<file path="config.mk">
export PLATFORM = sky130hd
export DESIGN_NAME = mc_fetch_unit_flat
export DESIGN_NICKNAME = d
export VERILOG_FILES = /design/src/rtl/mc_fetch_unit_if.sv /design/src/rtl/mc_fetch_unit.sv /design/src/flat_wrapper.sv
export SDC_FILE = /design/constraint.sdc
export NUM_CORES = 1
export LEC_CHECK = 0
export CAP_MARGIN = 30
export CORE_UTILIZATION = 43
export DETAILED_ROUTE_END_ITERATION = 10
export DONT_BUFFER_PORTS = 1
export PLACE_DENSITY_LB_ADDON = 0.3
export SLEW_MARGIN = 0
export SYNTH_ARGS = -nofsm -noshare
export SYNTH_HDL_FRONTEND = slang
export SYNTH_SLANG_ARGS = --single-unit
</file>
<file path="constraint.sdc">
create_clock -name ph1 -period 2.7 [get_ports ph1]
set_clock_uncertainty 0.15 [all_clocks]
set_input_delay 0.27 -clock ph1 [delete_from_list [all_inputs] [get_ports ph1]]
set_output_delay 0.27 -clock ph1 [all_outputs]
set_load 0.05 [all_outputs]
</file>
<file path="src/rtl/mc_fetch_unit_if.sv">
// rtl/mc_fetch_unit_if.sv - fetch unit handshake/memory bundle
//
// Purpose: groups the controller request, memory read and instruction
// handshake signals of mc_fetch_unit. The fetch unit uses the slave modport;
// the controller/memory side uses the master modport.
// Signals:
//   start, fetch_addr, flush   controller request / abort
//   mem_read, mem_addr         read request toward memory
//   mem_data, mem_ready        read data and beat-accept from memory
//   instr, instr_valid         assembled instruction toward consumers
//   instr_ack                  consumer takes instr
//   busy, fault                status (fault: one-cycle timeout pulse)
interface mc_fetch_unit_if #(
    parameter int ADDR_W  = 8,
    parameter int DATA_W  = 8,
    parameter int INSTR_W = 32
);
    logic               start;
    logic [ADDR_W-1:0]  fetch_addr;
    logic               flush;
    logic               mem_read;
    logic [ADDR_W-1:0]  mem_addr;
    logic [DATA_W-1:0]  mem_data;
    logic               mem_ready;
    logic [INSTR_W-1:0] instr;
    logic               instr_valid;
    logic               instr_ack;
    logic               busy;
    logic               fault;

    modport master (
        output start, fetch_addr, flush, mem_data, mem_ready, instr_ack,
        input  mem_read, mem_addr, instr, instr_valid, busy, fault
    );

    modport slave (
        input  start, fetch_addr, flush, mem_data, mem_ready, instr_ack,
        output mem_read, mem_addr, instr, instr_valid, busy, fault
    );
endinterface

</file>
<file path="src/rtl/mc_fetch_unit.sv">
// rtl/mc_fetch_unit.sv - multicycle instruction fetch unit
//
// Purpose: assembles one INSTR_W-bit instruction from INSTR_W/DATA_W reads of
// a DATA_W-wide memory, with mem_ready wait states and a valid/ack handshake
// toward the controller. States IDLE -> REQ -> HOLD; back-to-back fetch goes
// HOLD -> REQ directly when instr_ack and start coincide.
// Ports:
//   ph1    in  clock, rising edge
//   reset  in  synchronous active-high reset
//   bus    mc_fetch_unit_if.slave (request, memory and instruction signals)
// Optional feature: define MC_FETCH_TIMEOUT_EN to abort a fetch to IDLE with a
// one-cycle fault pulse after TIMEOUT consecutive wait cycles.
module mc_fetch_unit #(
    parameter int ADDR_W     = 8,
    parameter int DATA_W     = 8,
    parameter int INSTR_W    = 32,
    parameter int BIG_ENDIAN = 0,
    parameter int TIMEOUT    = 15
) (
    input  logic           ph1,
    input  logic           reset,
    mc_fetch_unit_if.slave bus
);
    localparam int BEATS = INSTR_W / DATA_W;
    localparam int BW    = (BEATS > 1) ? $clog2(BEATS) : 1;

    typedef enum logic [1:0] {IDLE, REQ, HOLD} state_t;

    state_t             r_state;
    logic [BW-1:0]      r_beat;
    logic [ADDR_W-1:0]  r_base;
    logic [INSTR_W-1:0] r_instr;
    logic               r_mem_read;
    logic [ADDR_W-1:0]  r_mem_addr;
    logic               r_instr_valid;
    logic               r_busy;
    logic               r_fault;

`ifdef MC_FETCH_TIMEOUT_EN
    localparam int WC_W = $clog2(TIMEOUT + 1);
    logic [WC_W-1:0]    r_wait;
`endif

    logic               w_last;
    logic [BW-1:0]      w_slot;
    logic [ADDR_W-1:0]  w_next_addr;

    assign w_last      = (r_beat == BW'(BEATS - 1));
    // Big-endian places beat 0 in the top slice of the instruction.
    assign w_slot      = (BIG_ENDIAN != 0) ? (BW'(BEATS - 1) - r_beat) : r_beat;
    // Address of the following beat; wraps naturally at 2^ADDR_W.
    assign w_next_addr = r_base + ADDR_W'(r_beat) + ADDR_W'(1);

    always_ff @(posedge ph1) begin
        if (reset) begin
            r_state       <= IDLE;
            r_beat        <= '0;
            r_base        <= '0;
            r_instr       <= '0;
            r_mem_read    <= 1'b0;
            r_mem_addr    <= '0;
            r_instr_valid <= 1'b0;
            r_busy        <= 1'b0;
            r_fault       <= 1'b0;
`ifdef MC_FETCH_TIMEOUT_EN
            r_wait        <= '0;
`endif
        end else begin
            r_fault <= 1'b0;
            if (bus.flush) begin
                // Partial instr contents are kept but never flagged valid.
                r_state       <= IDLE;
                r_beat        <= '0;
                r_mem_read    <= 1'b0;
                r_instr_valid <= 1'b0;
                r_busy        <= 1'b0;
`ifdef MC_FETCH_TIMEOUT_EN
                r_wait        <= '0;
`endif
            end else begin
                case (r_state)
                    IDLE: begin
                        if (bus.start) begin
                            r_state    <= REQ;
                            r_base     <= bus.fetch_addr;
                            r_beat     <= '0;
                            r_mem_read <= 1'b1;
                            r_mem_addr <= bus.fetch_addr;
                            r_busy     <= 1'b1;
                        end
                    end
                    REQ: begin
                        if (bus.mem_ready) begin
                            r_instr[w_slot*DATA_W +: DATA_W] <= bus.mem_data;
`ifdef MC_FETCH_TIMEOUT_EN
                            r_wait <= '0;
`endif
                            if (w_last) begin
                                r_state       <= HOLD;
                                r_mem_read    <= 1'b0;
                                r_instr_valid <= 1'b1;
                            end else begin
                                r_beat     <= r_beat + BW'(1);
                                r_mem_addr <= w_next_addr;
                            end
                        end
`ifdef MC_FETCH_TIMEOUT_EN
                        // Abort on the edge where the wait count would reach TIMEOUT.
                        else if (r_wait == WC_W'(TIMEOUT - 1)) begin
                            r_state    <= IDLE;
                            r_beat     <= '0;
                            r_mem_read <= 1'b0;
                            r_busy     <= 1'b0;
                            r_fault    <= 1'b1;
                            r_wait     <= '0;
                        end else begin
                            r_wait <= r_wait + WC_W'(1);
                        end
`endif
                    end
                    HOLD: begin
                        if (bus.instr_ack) begin
                            r_instr_valid <= 1'b0;
                            if (bus.start) begin
                                r_state    <= REQ;
                                r_base     <= bus.fetch_addr;
                                r_beat     <= '0;
                                r_mem_read <= 1'b1;
                                r_mem_addr <= bus.fetch_addr;
                            end else begin
                                r_state <= IDLE;
                                r_busy  <= 1'b0;
                            end
                        end
                    end
                    default: begin
                        r_state       <= IDLE;
                        r_beat        <= '0;
                        r_mem_read    <= 1'b0;
                        r_instr_valid <= 1'b0;
                        r_busy        <= 1'b0;
                    end
                endcase
            end
        end
    end

    assign bus.mem_read    = r_mem_read;
    assign bus.mem_addr    = r_mem_addr;
    assign bus.instr       = r_instr;
    assign bus.instr_valid = r_instr_valid;
    assign bus.busy        = r_busy;
    assign bus.fault       = r_fault;
endmodule

</file>
<file path="src/flat_wrapper.sv">
// flat-port wrapper written by rule: the top's interface ports become plain ports
module mc_fetch_unit_flat 
#(
    parameter int ADDR_W     = 8,
    parameter int DATA_W     = 8,
    parameter int INSTR_W    = 32,
    parameter int BIG_ENDIAN = 0,
    parameter int TIMEOUT    = 15
)
  (ph1, reset, bus_start, bus_fetch_addr, bus_flush, bus_mem_data, bus_mem_ready, bus_instr_ack, bus_mem_read, bus_mem_addr, bus_instr, bus_instr_valid, bus_busy, bus_fault);
  mc_fetch_unit_if #(.ADDR_W(ADDR_W), .DATA_W(DATA_W), .INSTR_W(INSTR_W)) bus_i ();
  input  logic ph1;
  input  logic reset;
  input wire logic [$bits(bus_i.start)-1:0] bus_start;
  input wire logic [$bits(bus_i.fetch_addr)-1:0] bus_fetch_addr;
  input wire logic [$bits(bus_i.flush)-1:0] bus_flush;
  input wire logic [$bits(bus_i.mem_data)-1:0] bus_mem_data;
  input wire logic [$bits(bus_i.mem_ready)-1:0] bus_mem_ready;
  input wire logic [$bits(bus_i.instr_ack)-1:0] bus_instr_ack;
  output wire logic [$bits(bus_i.mem_read)-1:0] bus_mem_read;
  output wire logic [$bits(bus_i.mem_addr)-1:0] bus_mem_addr;
  output wire logic [$bits(bus_i.instr)-1:0] bus_instr;
  output wire logic [$bits(bus_i.instr_valid)-1:0] bus_instr_valid;
  output wire logic [$bits(bus_i.busy)-1:0] bus_busy;
  output wire logic [$bits(bus_i.fault)-1:0] bus_fault;
  assign bus_i.start = bus_start;
  assign bus_i.fetch_addr = bus_fetch_addr;
  assign bus_i.flush = bus_flush;
  assign bus_i.mem_data = bus_mem_data;
  assign bus_i.mem_ready = bus_mem_ready;
  assign bus_i.instr_ack = bus_instr_ack;
  assign bus_mem_read = bus_i.mem_read;
  assign bus_mem_addr = bus_i.mem_addr;
  assign bus_instr = bus_i.instr;
  assign bus_instr_valid = bus_i.instr_valid;
  assign bus_busy = bus_i.busy;
  assign bus_fault = bus_i.fault;
  mc_fetch_unit #(.ADDR_W(ADDR_W), .DATA_W(DATA_W), .INSTR_W(INSTR_W), .BIG_ENDIAN(BIG_ENDIAN), .TIMEOUT(TIMEOUT)) u_core (.ph1(ph1), .reset(reset), .bus(bus_i));
endmodule
</file>
==> out/qor.csv <==
stage;metric;value;unit
logic_synthesis;number of synthesis warnings;0;
run_status;status;finished clean;
finish;layout cells sized above 1;5.14;%
logic_synthesis;Seq cells post-synth;55;
placement;# port buffers;0;
power;Switching Fraction;26.2;%
sta;Max Slew Vio Count;0;
finish;final std cells w/o fill;381;
global_route;met1 Usage GRT;28.3;%
floorplan;die width;76.5;µm
drt;DR iter-0 viols;173;
placement;worst slack, placed;0.458;ns
logic_synthesis;Syn Std Cell Area;2390;µm²
cts;clock latency on the worst-skew pair;0.31;ns
logic_synthesis;count of flip-flops with a built-in enable after synthesis;0;
logic_synthesis;Synth cell types;33;
logic_synthesis;commonest register cell after synthesis;dfxtp_1;
placement;GP Congestion;0.778;
power;Power Internal;1050;µW
drt;DRC errors left;0;
finish;synthesis-to-layout area growth;13.2;%
worst_setup_path;crit end category;register;
job;Max-cap violations;0;
cts;post-CTS setup buffer count;0;
global_route;GRT Util Overall;21.0;%
global_route;grt total ovfl;0;
sta;Final Cycle Share;84.1;%
cts;clock slew at reported path FFs;0.10;ns
global_route;largest net degree at the start of global routing;49;
sta;Worst Max-Slew Pin Slew;0.584;ns
sta;RSZ-0062 raised after global routing;no;
cts;CTS max path bufs;2;
drt;DRT Pass-1 Iters;4;
worst_setup_path;WS Path Type;register to register;
finish;n_diodes;0;
floorplan;I/O pins;66;
global_route;vias in the first global route;1902;
logic_synthesis;syn nets;327;
global_route;M3 GR Usage;7.66;%
power;Overall Power;1420;µW
global_route;Top Usage Layer GRT;met2;
placement;placed cells;357;
worst_setup_path;Worst Path Required;2.80;ns
cts;H-Tree Depth;2;
logic_synthesis;register area share after synthesis;46.1;%
power;Psw;372;µW
sta;post-route setup slack;0.429;ns
floorplan;Site Rows;26;
sta;setup_tns;0;ns
cts;clock root cell;clkbuf_8;
drt;vias after detailed routing;2068;
floorplan;Die ar.;5850;µm²
logic_synthesis;asr flop ratio synth;0;%
power;Pwr Density;526;nW/µm²
floorplan;CORE AREA;5240;µm²
sta;relative slew slack;60.9;%
power;maximum vdd drop;0.206;mV
finish;# fillers;518;
sta;crit path time final;2.27;ns
global_route;first-pass GRT wire length;9.76;mm
power;Comb power frac;8.1;%
worst_setup_path;Max FO, Critical Path;7;
logic_synthesis;Avg Inst Size Synth;8.04;µm²
global_route;met2 Usage GRT;30.6;%
floorplan;initial core utilization;45.6;%
power;P_leak;0.000891;µW
sta;Max Fclk;0.440;GHz
drt;vias per inst;5.43;
drt;Final ANT Viol Nets;0;
logic_synthesis;post-synthesis cell count;297;
sta;final setup fails;0;
drt;Wirelength per Cell;15.4;µm
power;sequential group share of total power;61.7;%
placement;dpl hpwl;3.88;mm
worst_setup_path;Arr. time, crit path;2.37;ns
min_path;Worst Hold Class;primary input to register;
finish;Final #Nets;342;
cts;total CTS buffers;5;
global_route;initial antenna violation count;0;
power;clock share of power;30.2;%
cts;TritonCTS clock tree;done;
sta;final hold viol count;0;
cts;clk sinks;55;
worst_setup_path;critical path startpoint category;register;
floorplan;die height;76.5;µm
drt;Routed WL;5.86;mm
## area by class of cell
| cell class | instances | area [µm²] | area share [%] |
|---|---|---|---|
| multi-input cells | 220 | 1180 | 43.7 |
| flip-flops and latches | 55 | 1100 | 40.7 |
| repair buffers | 24 | 235 | 8.70 |
| well taps | 70 | 87.6 | 3.24 |
| clock buffers | 5 | 68.8 | 2.55 |
| inverters | 6 | 22.5 | 0.833 |
| clock inverters | 1 | 7.51 | 0.278 |
## stage by stage
| step | cell area (µm²) | hold WS (ns) | util, % |
|---|---|---|---|
| 4_1_cts | 2700 | 0.00391 | 51.6 |
| 3_3_place_gp | 2440 | 0.193 | 46.5 |
| 5_1_grt | 2700 | 0.0107 | 51.6 |
| 3_5_place_dp | 2440 | 0.195 | 46.5 |
| 6_report | 2700 | 0.0111 | 51.6 |
| 2_1_floorplan | 2390 | 0.256 | - |
## registers in the layout, summed over array words and instances, names as in the netlist
| signal | count |
|---|---|
| u_core.bus.instr | 32 |
| u_core.bus.mem_addr | 8 |
| u_core.r_base | 8 |
| u_core.r_beat | 2 |
| u_core.r_state | 2 |
| u_core.bus.busy | 1 |
| u_core.bus.instr_valid | 1 |
| u_core.bus.mem_read | 1 |
## timing repair
| action | CTS | global route |
|---|---|---|
| resized for setup | 0 | 0 |
| hold endpoints to repair | 50 | 0 |
| hold buffers | 18 | 0 |
## worst max-delay path, stage by stage, from the launching register on
cell and delay [ns]:
dfxtp_1 0.45, inv_1 0.16, ha_1 0.24, fa_1 0.40, nor2b_1 0.17, nand2_1 0.09, xor2_1 0.14, a211o_1 0.29
a21oi_1 0.11
## power by group through the flow
| stage | logic (µW) | registers, µW | clock network (µW) |
|---|---|---|---|
| 5_1_grt | 128 | 880 | 470 |
| 4_1_cts | 114 | 877 | 440 |
| 6_report | 115 | 877 | 429 |
| 3_5_place_dp | 70.7 | 896 | 0 |
| 3_3_place_gp | 70.3 | 896 | 0 |
| 2_1_floorplan | 70.3 | 892 | 0 |
## cells by family (layout without fill, tap and decap cells)
family | count (synthesis) | after routing | share of synthesized area, %
xor+xnor | 5 | 5 | 1.83
compound gates | 81 | 81 | 18.7
fa+ha+maj | 8 | 8 | 4.51
buf+inv | 22 | 36 | 4.45
flops | 55 | 55 | 46.1
other cells | 1 | 1 | 0.157
simple gates | 125 | 125 | 24.2
## cells in the mapped netlist (2+ instances only)
cell / number / area, µm²
a211o_1: 4 / 35.0
clkbuf_1: 9 / 33.8
ha_1: 7 / 87.6
nand3b_1: 2 / 15.0
a21oi_1: 53 / 265
nand3_1: 35 / 175
nand2b_1: 2 / 12.5
and2_1: 4 / 25.0
o21ai_0: 13 / 65.1
nand2_1: 59 / 221
nor2_1: 10 / 37.5
nor3b_1: 3 / 22.5
inv_1: 6 / 22.5
buf_4: 6 / 45.0
o2111ai_1: 2 / 17.5
nor2b_1: 4 / 25.0
xor2_1: 5 / 43.8
dfxtp_1: 55 / 1100
o211ai_1: 3 / 22.5
a31oi_1: 2 / 12.5
## worst paths after layout
kind,end,start,slack [ns],depth (start not counted)
setup / recovery,u_core.bus.mem_addr[6]$_SDFFE_PP0P_,u_core.r_beat[0]$_SDFFE_PP0P_,0.43,8
hold / removal,u_core.r_state[1]$_SDFFE_PP0P_,bus_instr_ack,0.01,3
setup reg to reg,u_core.bus.mem_addr[6]$_SDFFE_PP0P_,u_core.r_beat[0]$_SDFFE_PP0P_,0.43,8
hold reg to reg,u_core.r_base[0]$_SDFFE_PP0P_,u_core.r_base[0]$_SDFFE_PP0P_,0.34,2
## layout by cell type, fill, tap and decap left out, types with 2 or more instances in the layout
cell type	netlist	layout
a211o_1	4	4
a21oi_1	53	53
a31oi_1	2	2
and2_1	4	4
buf_4	6	6
clkbuf_8	0	5
dfxtp_1	55	55
dlygate4sd3_1	0	17
ha_1	7	7
inv_1	6	6
nand2_1	59	59
nand2b_1	2	2
nand3_1	35	35
nand3b_1	2	2
nor2_1	10	10
nor2b_1	4	4
nor3b_1	3	3
o2111ai_1	2	2
o211ai_1	3	3
o21ai_0	13	13
xor2_1	5	5
## metal layers
metal / up-vias / wire [µm]
met4: 0 / 70
li1: 1050 / -
met5: - / 0
met1: 942 / 2730
met2: 70 / 2590
met3: 6 / 472
(Power assumes the default switching activity.)
